==> config.mk <==
export PLATFORM = sky130hd
export DESIGN_NAME = booking_request_dispatcher_flat
export DESIGN_NICKNAME = d
export VERILOG_FILES = /design/src/rtl/booking_request_dispatcher_pkg.sv /design/src/rtl/booking_request_dispatcher_if.sv /design/src/rtl/booking_req_fifo.sv /design/src/rtl/booking_request_dispatcher.sv /design/src/flat_wrapper.sv
export SDC_FILE = /design/constraint.sdc
export NUM_CORES = 1
export LEC_CHECK = 0
export ABC_AREA = 1
export BUFFER_PORTS_ARGS = -buffer_cell sky130_fd_sc_hd__buf_2
export CORE_ASPECT_RATIO = 1.4
export CORE_MARGIN = 3
export CORE_UTILIZATION = 61
export CTS_BUF_LIST = sky130_fd_sc_hd__clkbuf_2 sky130_fd_sc_hd__clkbuf_4 sky130_fd_sc_hd__clkbuf_8
export DETAILED_ROUTE_END_ITERATION = 10
export GPL_TIMING_DRIVEN = 1
export HOLD_SLACK_MARGIN = 0.08
export PLACE_DENSITY = 0.87
export SETUP_SLACK_MARGIN = 0.5
export SKIP_LAST_GASP = 1
export SLEW_MARGIN = 20
export SYNTH_ARGS = -nofsm -noshare
export SYNTH_HDL_FRONTEND = slang
export SYNTH_SLANG_ARGS = --single-unit
==> constraint.sdc <==
create_clock -name clk -period 4 [get_ports clk]
set_input_delay 0 -clock clk [delete_from_list [all_inputs] [get_ports clk]]
set_output_delay 0 -clock clk [all_outputs]
set_load 0.02 [all_outputs]
==> src/rtl/booking_request_dispatcher_pkg.sv <==
// Shared types and constants for the booking request dispatcher: field widths,
// the queued request record, the dispatch state enum and the request legality check.
package rtv_booking_pkg;

  localparam int TRAIN_W    = 1;
  localparam int STN_W      = 3;
  localparam int TKT_W      = 4;
  localparam int CNT_W      = 4;
  localparam int FARE_W     = 10;
  localparam int FIFO_CNT_W = 3;

  localparam logic [1:0] HEAL_FULL = 2'b11;

  typedef enum logic [1:0] {
    ST_IDLE,
    ST_ISSUE,
    ST_WAIT,
    ST_REPORT
  } disp_state_e;

  typedef struct packed {
    logic               term;
    logic [TRAIN_W-1:0] train;
    logic [STN_W-1:0]   src;
    logic [STN_W-1:0]   dest;
    logic [TKT_W-1:0]   tickets;
  } req_t;

  localparam int REQ_W = $bits(req_t);

  // Limits arrive one bit wider than the fields so every compare stays unsigned and width-matched.
  function automatic logic req_legal(input req_t r, input logic [STN_W:0] n_stn,
                                     input logic [TKT_W:0] max_tkt);
    return (r.src < r.dest) && ({1'b0, r.dest} < n_stn) &&
           (r.tickets != '0) && ({1'b0, r.tickets} <= max_tkt);
  endfunction

endpackage

==> src/rtl/booking_request_dispatcher_if.sv <==
// Bundle of counter request, wrapper and response signals around the dispatcher.
// The slave modport is the dispatcher side; master is the surrounding environment.
interface booking_request_dispatcher_if;
  import rtv_booking_pkg::*;

  logic                  t0_valid, t0_ready, t0_reject;
  logic [TRAIN_W-1:0]    t0_train;
  logic [STN_W-1:0]      t0_src, t0_dest;
  logic [TKT_W-1:0]      t0_tickets;
  logic                  t1_valid, t1_ready, t1_reject;
  logic [TRAIN_W-1:0]    t1_train;
  logic [STN_W-1:0]      t1_src, t1_dest;
  logic [TKT_W-1:0]      t1_tickets;

  logic                  book_req;
  logic [TRAIN_W-1:0]    train_id;
  logic [STN_W-1:0]      src, dest;
  logic [TKT_W-1:0]      num_tickets;

  logic                  success;
  logic [CNT_W-1:0]      booked_count;
  logic [FARE_W-1:0]     fare;
  logic                  heal_trigger;
  logic [1:0]            heal_mode;

  logic                  resp_valid, resp_ready, resp_term, resp_success;
  logic [CNT_W-1:0]      resp_count;
  logic [FARE_W-1:0]     resp_fare;

  logic [FIFO_CNT_W-1:0] fifo_count;
  logic                  busy;

  modport master (
    output t0_valid, t0_train, t0_src, t0_dest, t0_tickets,
    output t1_valid, t1_train, t1_src, t1_dest, t1_tickets,
    input  t0_ready, t0_reject, t1_ready, t1_reject,
    input  book_req, train_id, src, dest, num_tickets,
    output success, booked_count, fare, heal_trigger, heal_mode,
    input  resp_valid, resp_term, resp_success, resp_count, resp_fare,
    output resp_ready,
    input  fifo_count, busy
  );

  modport slave (
    input  t0_valid, t0_train, t0_src, t0_dest, t0_tickets,
    input  t1_valid, t1_train, t1_src, t1_dest, t1_tickets,
    output t0_ready, t0_reject, t1_ready, t1_reject,
    output book_req, train_id, src, dest, num_tickets,
    input  success, booked_count, fare, heal_trigger, heal_mode,
    output resp_valid, resp_term, resp_success, resp_count, resp_fare,
    input  resp_ready,
    output fifo_count, busy
  );

endinterface

==> src/rtl/booking_req_fifo.sv <==
// Synchronous FIFO with occupancy count; head is visible combinationally on o_rdat.
// Push when full and pop when empty are ignored; push and pop may coincide.
module booking_req_fifo #(
  parameter int WIDTH = 12,
  parameter int DEPTH = 4
) (
  input  logic                           clk,
  input  logic                           rst_n,
  input  logic                           i_push,
  input  logic [WIDTH-1:0]               i_wdat,
  input  logic                           i_pop,
  output logic [WIDTH-1:0]               o_rdat,
  output logic [$clog2(DEPTH+1)-1:0]     o_count,
  output logic                           o_full,
  output logic                           o_empty
);
  localparam int AW = $clog2(DEPTH);
  localparam int CW = $clog2(DEPTH + 1);

  logic [WIDTH-1:0] r_mem [DEPTH];
  logic [AW-1:0]    r_wr_ptr, r_rd_ptr;
  logic [CW-1:0]    r_count;
  logic             w_push, w_pop;

  assign o_empty = (r_count == '0);
  assign o_full  = (r_count == CW'(DEPTH));
  assign o_count = r_count;
  assign o_rdat  = r_mem[r_rd_ptr];
  assign w_push  = i_push && !o_full;
  assign w_pop   = i_pop && !o_empty;

  always_ff @(posedge clk) begin
    if (w_push) r_mem[r_wr_ptr] <= i_wdat;
  end

  // Pointers wrap naturally because DEPTH is a power of two.
  always_ff @(posedge clk or negedge rst_n) begin
    if (!rst_n) begin
      r_wr_ptr <= '0;
      r_rd_ptr <= '0;
      r_count  <= '0;
    end else begin
      if (w_push) r_wr_ptr <= r_wr_ptr + 1'b1;
      if (w_pop)  r_rd_ptr <= r_rd_ptr + 1'b1;
      case ({w_push, w_pop})
        2'b10:   r_count <= r_count + 1'b1;
        2'b01:   r_count <= r_count - 1'b1;
        default: r_count <= r_count;
      endcase
    end
  end

endmodule

==> src/rtl/booking_request_dispatcher.sv <==
// Two-counter round-robin front end: validates requests, queues them and issues
// one booking at a time to the wrapper, returning the captured result to the requester.
module booking_request_dispatcher
  import rtv_booking_pkg::*;
#(
  parameter int unsigned NUM_STATIONS = 5,
  parameter int unsigned MAX_TICKETS  = 8,
  parameter int unsigned FIFO_DEPTH   = 4,
  parameter int unsigned RESULT_LAT   = 2
) (
  input logic                         clk,
  input logic                         rst_n,
  booking_request_dispatcher_if.slave bus
);
  localparam int unsigned FCW = $clog2(FIFO_DEPTH + 1);
  localparam int unsigned WCW = (RESULT_LAT > 1) ? $clog2(RESULT_LAT) : 1;
  localparam logic [STN_W:0]   LP_NSTN      = (STN_W + 1)'(NUM_STATIONS);
  localparam logic [TKT_W:0]   LP_MAXT      = (TKT_W + 1)'(MAX_TICKETS);
  localparam logic [WCW-1:0]   LP_WAIT_LAST = WCW'(RESULT_LAT - 1);

  req_t              w_req0, w_req1, w_req_sel, r_op;
  logic [REQ_W-1:0]  w_head_dat;
  logic [FCW-1:0]    w_count;
  logic              w_gnt0, w_gnt1, w_acc0, w_acc1, w_push, w_pop, w_capture;
  logic              w_full, w_empty, w_heal_full;
  logic              r_rr_ptr, r_t0_reject, r_t1_reject;
  logic [WCW-1:0]    r_wait_cnt;
  disp_state_e       r_state, w_state_nxt;
  logic              r_resp_term, r_resp_success;
  logic [CNT_W-1:0]  r_resp_count;
  logic [FARE_W-1:0] r_resp_fare;

  assign w_req0 = {1'b0, bus.t0_train, bus.t0_src, bus.t0_dest, bus.t0_tickets};
  assign w_req1 = {1'b1, bus.t1_train, bus.t1_src, bus.t1_dest, bus.t1_tickets};

  // The pointer picks the winner only under contention; a lone requester is always granted.
  assign w_gnt0     = bus.t0_valid && (!r_rr_ptr || !bus.t1_valid);
  assign w_gnt1     = bus.t1_valid && (r_rr_ptr || !bus.t0_valid);
  assign w_acc0     = w_gnt0 && !w_full;
  assign w_acc1     = w_gnt1 && !w_full;
  assign w_req_sel  = w_acc1 ? w_req1 : w_req0;
  assign w_push     = (w_acc0 || w_acc1) && req_legal(w_req_sel, LP_NSTN, LP_MAXT);
  assign w_heal_full = bus.heal_trigger && (bus.heal_mode == HEAL_FULL);

  booking_req_fifo #(.WIDTH(REQ_W), .DEPTH(FIFO_DEPTH)) u_fifo (
    .clk     (clk),
    .rst_n   (rst_n),
    .i_push  (w_push),
    .i_wdat  (w_req_sel),
    .i_pop   (w_pop),
    .o_rdat  (w_head_dat),
    .o_count (w_count),
    .o_full  (w_full),
    .o_empty (w_empty)
  );

  always_ff @(posedge clk or negedge rst_n) begin
    if (!rst_n) begin
      r_rr_ptr    <= 1'b0;
      r_t0_reject <= 1'b0;
      r_t1_reject <= 1'b0;
    end else begin
      if (w_acc0)      r_rr_ptr <= 1'b1;
      else if (w_acc1) r_rr_ptr <= 1'b0;
      r_t0_reject <= w_acc0 && !req_legal(w_req0, LP_NSTN, LP_MAXT);
      r_t1_reject <= w_acc1 && !req_legal(w_req1, LP_NSTN, LP_MAXT);
    end
  end

  always_ff @(posedge clk or negedge rst_n) begin
    if (!rst_n) r_state <= ST_IDLE;
    else        r_state <= w_state_nxt;
  end

  always_comb begin
    w_state_nxt = r_state;
    w_pop       = 1'b0;
    w_capture   = 1'b0;
    case (r_state)
      ST_IDLE: begin
        if (!w_empty && !w_heal_full) begin
          w_pop       = 1'b1;
          w_state_nxt = ST_ISSUE;
        end
      end
      ST_ISSUE: w_state_nxt = ST_WAIT;
      ST_WAIT: begin
        if (r_wait_cnt == LP_WAIT_LAST) begin
          w_capture   = 1'b1;
          w_state_nxt = ST_REPORT;
        end
      end
      ST_REPORT: if (bus.resp_ready) w_state_nxt = ST_IDLE;
      default:   w_state_nxt = ST_IDLE;
    endcase
  end

  // Operands load on the pop edge and are left untouched until the next pop.
  always_ff @(posedge clk or negedge rst_n) begin
    if (!rst_n) begin
      r_op           <= '0;
      r_wait_cnt     <= '0;
      r_resp_term    <= 1'b0;
      r_resp_success <= 1'b0;
      r_resp_count   <= '0;
      r_resp_fare    <= '0;
    end else begin
      if (w_pop) r_op <= req_t'(w_head_dat);
      if (r_state == ST_ISSUE)     r_wait_cnt <= '0;
      else if (r_state == ST_WAIT) r_wait_cnt <= r_wait_cnt + 1'b1;
      if (w_capture) begin
        r_resp_term    <= r_op.term;
        r_resp_success <= bus.success;
        r_resp_count   <= bus.booked_count;
        r_resp_fare    <= bus.fare;
      end
    end
  end

  assign bus.t0_ready     = w_acc0;
  assign bus.t1_ready     = w_acc1;
  assign bus.t0_reject    = r_t0_reject;
  assign bus.t1_reject    = r_t1_reject;
  assign bus.book_req     = (r_state == ST_ISSUE);
  assign bus.train_id     = r_op.train;
  assign bus.src          = r_op.src;
  assign bus.dest         = r_op.dest;
  assign bus.num_tickets  = r_op.tickets;
  assign bus.resp_valid   = (r_state == ST_REPORT);
  assign bus.resp_term    = r_resp_term;
  assign bus.resp_success = r_resp_success;
  assign bus.resp_count   = r_resp_count;
  assign bus.resp_fare    = r_resp_fare;
  assign bus.fifo_count   = FIFO_CNT_W'(w_count);
  assign bus.busy         = (r_state != ST_IDLE);

endmodule

==> src/flat_wrapper.sv <==
// flat-port wrapper written by rule: the top's interface ports become plain ports
module booking_request_dispatcher_flat import rtv_booking_pkg::*;
#(
  parameter int unsigned NUM_STATIONS = 5,
  parameter int unsigned MAX_TICKETS  = 8,
  parameter int unsigned FIFO_DEPTH   = 4,
  parameter int unsigned RESULT_LAT   = 2
)
  (clk, rst_n, bus_t0_valid, bus_t0_train, bus_t0_src, bus_t0_dest, bus_t0_tickets, bus_t1_valid, bus_t1_train, bus_t1_src, bus_t1_dest, bus_t1_tickets, bus_t0_ready, bus_t0_reject, bus_t1_ready, bus_t1_reject, bus_book_req, bus_train_id, bus_src, bus_dest, bus_num_tickets, bus_success, bus_booked_count, bus_fare, bus_heal_trigger, bus_heal_mode, bus_resp_valid, bus_resp_term, bus_resp_success, bus_resp_count, bus_resp_fare, bus_resp_ready, bus_fifo_count, bus_busy);
  booking_request_dispatcher_if bus_i ();
  input logic clk;
  input logic rst_n;
  input wire logic [$bits(bus_i.t0_valid)-1:0] bus_t0_valid;
  input wire logic [$bits(bus_i.t0_train)-1:0] bus_t0_train;
  input wire logic [$bits(bus_i.t0_src)-1:0] bus_t0_src;
  input wire logic [$bits(bus_i.t0_dest)-1:0] bus_t0_dest;
  input wire logic [$bits(bus_i.t0_tickets)-1:0] bus_t0_tickets;
  input wire logic [$bits(bus_i.t1_valid)-1:0] bus_t1_valid;
  input wire logic [$bits(bus_i.t1_train)-1:0] bus_t1_train;
  input wire logic [$bits(bus_i.t1_src)-1:0] bus_t1_src;
  input wire logic [$bits(bus_i.t1_dest)-1:0] bus_t1_dest;
  input wire logic [$bits(bus_i.t1_tickets)-1:0] bus_t1_tickets;
  output wire logic [$bits(bus_i.t0_ready)-1:0] bus_t0_ready;
  output wire logic [$bits(bus_i.t0_reject)-1:0] bus_t0_reject;
  output wire logic [$bits(bus_i.t1_ready)-1:0] bus_t1_ready;
  output wire logic [$bits(bus_i.t1_reject)-1:0] bus_t1_reject;
  output wire logic [$bits(bus_i.book_req)-1:0] bus_book_req;
  output wire logic [$bits(bus_i.train_id)-1:0] bus_train_id;
  output wire logic [$bits(bus_i.src)-1:0] bus_src;
  output wire logic [$bits(bus_i.dest)-1:0] bus_dest;
  output wire logic [$bits(bus_i.num_tickets)-1:0] bus_num_tickets;
  input wire logic [$bits(bus_i.success)-1:0] bus_success;
  input wire logic [$bits(bus_i.booked_count)-1:0] bus_booked_count;
  input wire logic [$bits(bus_i.fare)-1:0] bus_fare;
  input wire logic [$bits(bus_i.heal_trigger)-1:0] bus_heal_trigger;
  input wire logic [$bits(bus_i.heal_mode)-1:0] bus_heal_mode;
  output wire logic [$bits(bus_i.resp_valid)-1:0] bus_resp_valid;
  output wire logic [$bits(bus_i.resp_term)-1:0] bus_resp_term;
  output wire logic [$bits(bus_i.resp_success)-1:0] bus_resp_success;
  output wire logic [$bits(bus_i.resp_count)-1:0] bus_resp_count;
  output wire logic [$bits(bus_i.resp_fare)-1:0] bus_resp_fare;
  input wire logic [$bits(bus_i.resp_ready)-1:0] bus_resp_ready;
  output wire logic [$bits(bus_i.fifo_count)-1:0] bus_fifo_count;
  output wire logic [$bits(bus_i.busy)-1:0] bus_busy;
  assign bus_i.t0_valid = bus_t0_valid;
  assign bus_i.t0_train = bus_t0_train;
  assign bus_i.t0_src = bus_t0_src;
  assign bus_i.t0_dest = bus_t0_dest;
  assign bus_i.t0_tickets = bus_t0_tickets;
  assign bus_i.t1_valid = bus_t1_valid;
  assign bus_i.t1_train = bus_t1_train;
  assign bus_i.t1_src = bus_t1_src;
  assign bus_i.t1_dest = bus_t1_dest;
  assign bus_i.t1_tickets = bus_t1_tickets;
  assign bus_t0_ready = bus_i.t0_ready;
  assign bus_t0_reject = bus_i.t0_reject;
  assign bus_t1_ready = bus_i.t1_ready;
  assign bus_t1_reject = bus_i.t1_reject;
  assign bus_book_req = bus_i.book_req;
  assign bus_train_id = bus_i.train_id;
  assign bus_src = bus_i.src;
  assign bus_dest = bus_i.dest;
  assign bus_num_tickets = bus_i.num_tickets;
  assign bus_i.success = bus_success;
  assign bus_i.booked_count = bus_booked_count;
  assign bus_i.fare = bus_fare;
  assign bus_i.heal_trigger = bus_heal_trigger;
  assign bus_i.heal_mode = bus_heal_mode;
  assign bus_resp_valid = bus_i.resp_valid;
  assign bus_resp_term = bus_i.resp_term;
  assign bus_resp_success = bus_i.resp_success;
  assign bus_resp_count = bus_i.resp_count;
  assign bus_resp_fare = bus_i.resp_fare;
  assign bus_i.resp_ready = bus_resp_ready;
  assign bus_fifo_count = bus_i.fifo_count;
  assign bus_busy = bus_i.busy;
  booking_request_dispatcher #(.NUM_STATIONS(NUM_STATIONS), .MAX_TICKETS(MAX_TICKETS), .FIFO_DEPTH(FIFO_DEPTH), .RESULT_LAT(RESULT_LAT)) u_core (.clk(clk), .rst_n(rst_n), .bus(bus_i));
endmodule
==> flow_metrics.py <==
metrics = {
    "routing": {
        "avgViaCountPerCell": 5.324,
        "post-route-drc-count": 0,
        "first_pass_iters": 5,
        "drtIter0Drc": 157,
        "routed_wirelength_um": 8071,
        "wire_per_inst_um": 14.59,
        "ant_nets": 0,
        "num_vias": 2944,
    },
    "global_routing": {
        "grt_usage_pct": 22.72,
        "grt_pass1_vias": 2979,
        "antenna_found_initial": 0,
        "overflow": 0,
        "grt_max_degree": 42,
        "grt_first_pass_wirelength_um": 13080,
        "grtUsageMet1_pct": 26.09,
        "met2_usage_pct": 39.25,
        "met3_usage_pct": 4.976,
        "busiest_layer": "met2",
    },
    "synth": {
        "ys_ff_latch": 89,
        "synth_cells": 379,
        "synth_warnings": 0,
        "ys_seq_area_share_pct": 60.16,
        "syn_nets": 438,
        "syn_area_per_cell_um2": 10.82,
        "synth.distinct_cells": 34,
        "syn_area_um2": 4101,
    },
    "timing": {
        "period_needed_ns": 2.860,
        "post-route-period-util_pct": 71.51,
        "worstMarginPinSlew_ns": 0.8973,
        "maxSlewHeadroom_pct": 40.18,
        "hold_violations": 0,
        "slew_violations": 0,
        "max_freq_mhz": 349.6,
        "grt_setup_unrepaired": "no",
        "fin_skew_ns": 0.007168,
        "setup-tns-final_ns": 0,
        "setup_viol": 0,
    },
    "setup_path": {
        "cp_slowest_cell": "o21ai_0",
        "critPathArrivalTime_ns": 3.10,
        "start_kind": "register",
        "cpPeakStageDelay_ns": 0.48,
        "path_common_cell": "o21ai_0",
        "crit_path_end_kind": "register",
        "crit_type": "register to register",
        "r2r_cells": 14,
        "path_cells": "inv_2 -> a21oi_4 -> nand2_4 -> o21ai_0 -> nand2_1 -> nand2_2 -> nor2_4 -> nand3_4 -> ha_1 -> inv_1 -> fa_1 -> a21oi_1 -> o21ai_0 -> xnor2_1",
        "crit_fanout": 15,
        "crit_required_ns": 4.24,
    },
    "layout": {
        "layout_commonest_cell": "buf_2",
        "diodes": 0,
        "final_cell_mix": "buf_2 (81), nand2_1 (67), edfxtp_1 (48)",
        "area_growth_pct": 20.13,
        "design_area_um2": 4927,
        "drive_above_1_share_pct": 27.86,
        "fin_nets": 535,
    },
    "cts": {
        "cts.sinks": 89,
        "insertion_delay_ns": 0.36,
        "ctsHtreeMaxLevel": 3,
        "post_cts_resized": 0,
        "postCtsSetupRepairBufs": 0,
        "cts_root_buf": "clkbuf_8",
        "clkTransAtPathRegs_ns": 0.08,
        "cts_tree": "yes",
        "clk_path_buf_depth": 2,
        "cts_buffers": 9,
    },
    "floorplanning": {
        "die_h_um": 103.0,
        "die_w_um": 75.30,
        "coreArea_um2": 6381,
        "die_area_um2": 7757,
        "rows": 34,
        "initial_core_util_pct": 64.27,
        "pin_count": 82,
    },
    "power_and_ir_drop": {
        "max-vdd-ir-drop_mv": 0.4805,
        "p_per_area_nw_per_um2": 705.3,
        "leakage_nw": 2.242,
    },
    "place": {
        "place_area_um2": 4481,
        "portBuffers": 81,
        "dp_hpwl_um": 5572,
        "place_congestion": 0.9130,
    },
    "worst_hold_path": {
        "hold_path_depth": 4,
        "hp-class": "input pin to register",
    },
    "job": {
        "cap_violations": 0,
    },
    "status": {
        "outcome": "finished clean",
    },
}
## synth_stat cells
library cell  count  area share, %
nand2_1          67            6.1
xor2_1            1           0.21
edfxtp_1         48             35
inv_2             2           0.18
o221ai_1          1           0.21
a21oi_4           1           0.40
nor2_1           46            4.2
a21oi_1           7           0.85
nand2_4           1           0.27
nor2_4            1           0.27
buf_6             1           0.27
nand3b_1          1           0.18
nor3_1            2           0.24
fa_1              1           0.49
a31oi_1           2           0.31
nand2_2           8            1.2
nor2_2            5           0.76
o21ai_2           1           0.21
nand4_1           2           0.31
clkbuf_1          9           0.82
buf_4            10            1.8
ha_1             13            4.0
o32ai_1          12            2.6
o21a_1            2           0.37
nand3_4           2           0.85
buf_1             1          0.091
o31ai_1           1           0.18
dfrtp_1          41             25
o21ai_0          22            2.7
nor4_1            2           0.31
mux2_2           15            4.1
nand3_1           9            1.1
inv_1            39            3.6
xnor2_1           3           0.64
## cell type report
type                            instances  area (µm²)
Multi-Input combinational cell        228        1356
Sequential cell                        89        2467
Clock buffer                           10       131.4
Timing Repair Buffer                  107       663.1
Inverter                               41       153.9
Tap cell                               72       90.09
Fill cell                             409        1454
Clock inverter                          6       65.06
## flip-flops by register name, summed over array words and instances (netlist names)
register / flops
u_core.bus.resp_count: 4
u_core.r_op: 1
u_core.r_wait_cnt: 1
u_core.bus.resp_success: 1
u_core.bus.t0_reject: 1
u_core.u_fifo.r_rd_ptr: 2
u_core.bus.num_tickets: 4
u_core.u_fifo.r_wr_ptr: 2
u_core.r_rr_ptr: 1
u_core.bus.resp_term: 1
u_core.bus.t1_reject: 1
u_core.r_state: 2
u_core.bus.src: 3
u_core.bus.resp_fare: 10
u_core.u_fifo.r_mem: 48
u_core.bus.dest: 3
u_core.bus.train_id: 1
u_core.u_fifo.o_count: 3
## path summary, 6_finish.rpt
check,startpoint,to,slack [ns]
max reg2reg,u_core.r_rr_ptr$_DFFE_PN0N_,u_core.u_fifo.o_count[2]$_DFFE_PN0P_,1.14
min reg2reg,u_core.bus.train_id$_DFFE_PN0P_,u_core.bus.train_id$_DFFE_PN0P_,0.48
min,bus_resp_ready,u_core.r_state[1]$_DFFE_PN0P_,0.10
max in group asynchronous,rst_n,u_core.u_fifo.r_wr_ptr[0]$_DFFE_PN0P_,3.14
max,u_core.r_rr_ptr$_DFFE_PN0N_,u_core.u_fifo.o_count[2]$_DFFE_PN0P_,1.14
min in group asynchronous,rst_n,u_core.bus.resp_count[0]$_DFFE_PN0P_,0.30
## critical path: cells and delay by family (launching register included)
kind | cells | cell delay [ns]
compound gates | 4 | 0.99
simple gates | 5 | 0.62
fa+ha+maj | 2 | 0.54
flops | 1 | 0.34
xor+xnor | 1 | 0.15
buf+inv | 2 | 0.11
## per-layer routing
layer | vias to the layer above | part of all wire (%)
met1 | 1367 | 40
met2 | 104 | 53
met3 | 22 | 5.0
li1 | 1451 | -
met4 | 0 | 2.7
met5 | - | 0
## power by group
group / total, mW / internal [mW] / switching, mW
Sequential: 1.44 / 1.24 / 0.196
Combinational: 1.43 / 0.533 / 0.901
Clock: 0.601 / 0.298 / 0.303
Total: 3.48 / 2.08 / 1.40
## kinds of logic after synthesis
logic type	Yosys count	synth area share (%)
AO/OA/AOI/OAI	49	7.779
flip-flops	89	60.16
AND/OR/NAND/NOR	146	15.86
XOR/XNOR	4	0.8543
multiplexers	15	4.118
buffers and inverters	62	6.772
adder cells (fa/ha/maj)	14	4.454
## per-stage QoR
stage,util (%),setup WS (ns),power [mW],hold WS (ns),instances
floorplan,-,1.410,2.515,-0.2956,379
global placement,70.22,1.372,2.783,0.1696,512
detailed placement,70.22,1.212,2.866,0.1756,512
CTS,77.22,1.174,3.488,0.08579,553
global route,77.22,0.8486,3.733,0.1191,553
finish,77.22,1.140,3.475,0.1037,553
## what timing repair did
| item | CTS | global route |
|---|---|---|
| endpoints found under the hold margin | 75 | 0 |
| setup endpoints to repair | 0 | 0 |
| hold buffers | 25 | 0 |
No activity file was read; power rests on OpenSTA's default activity.
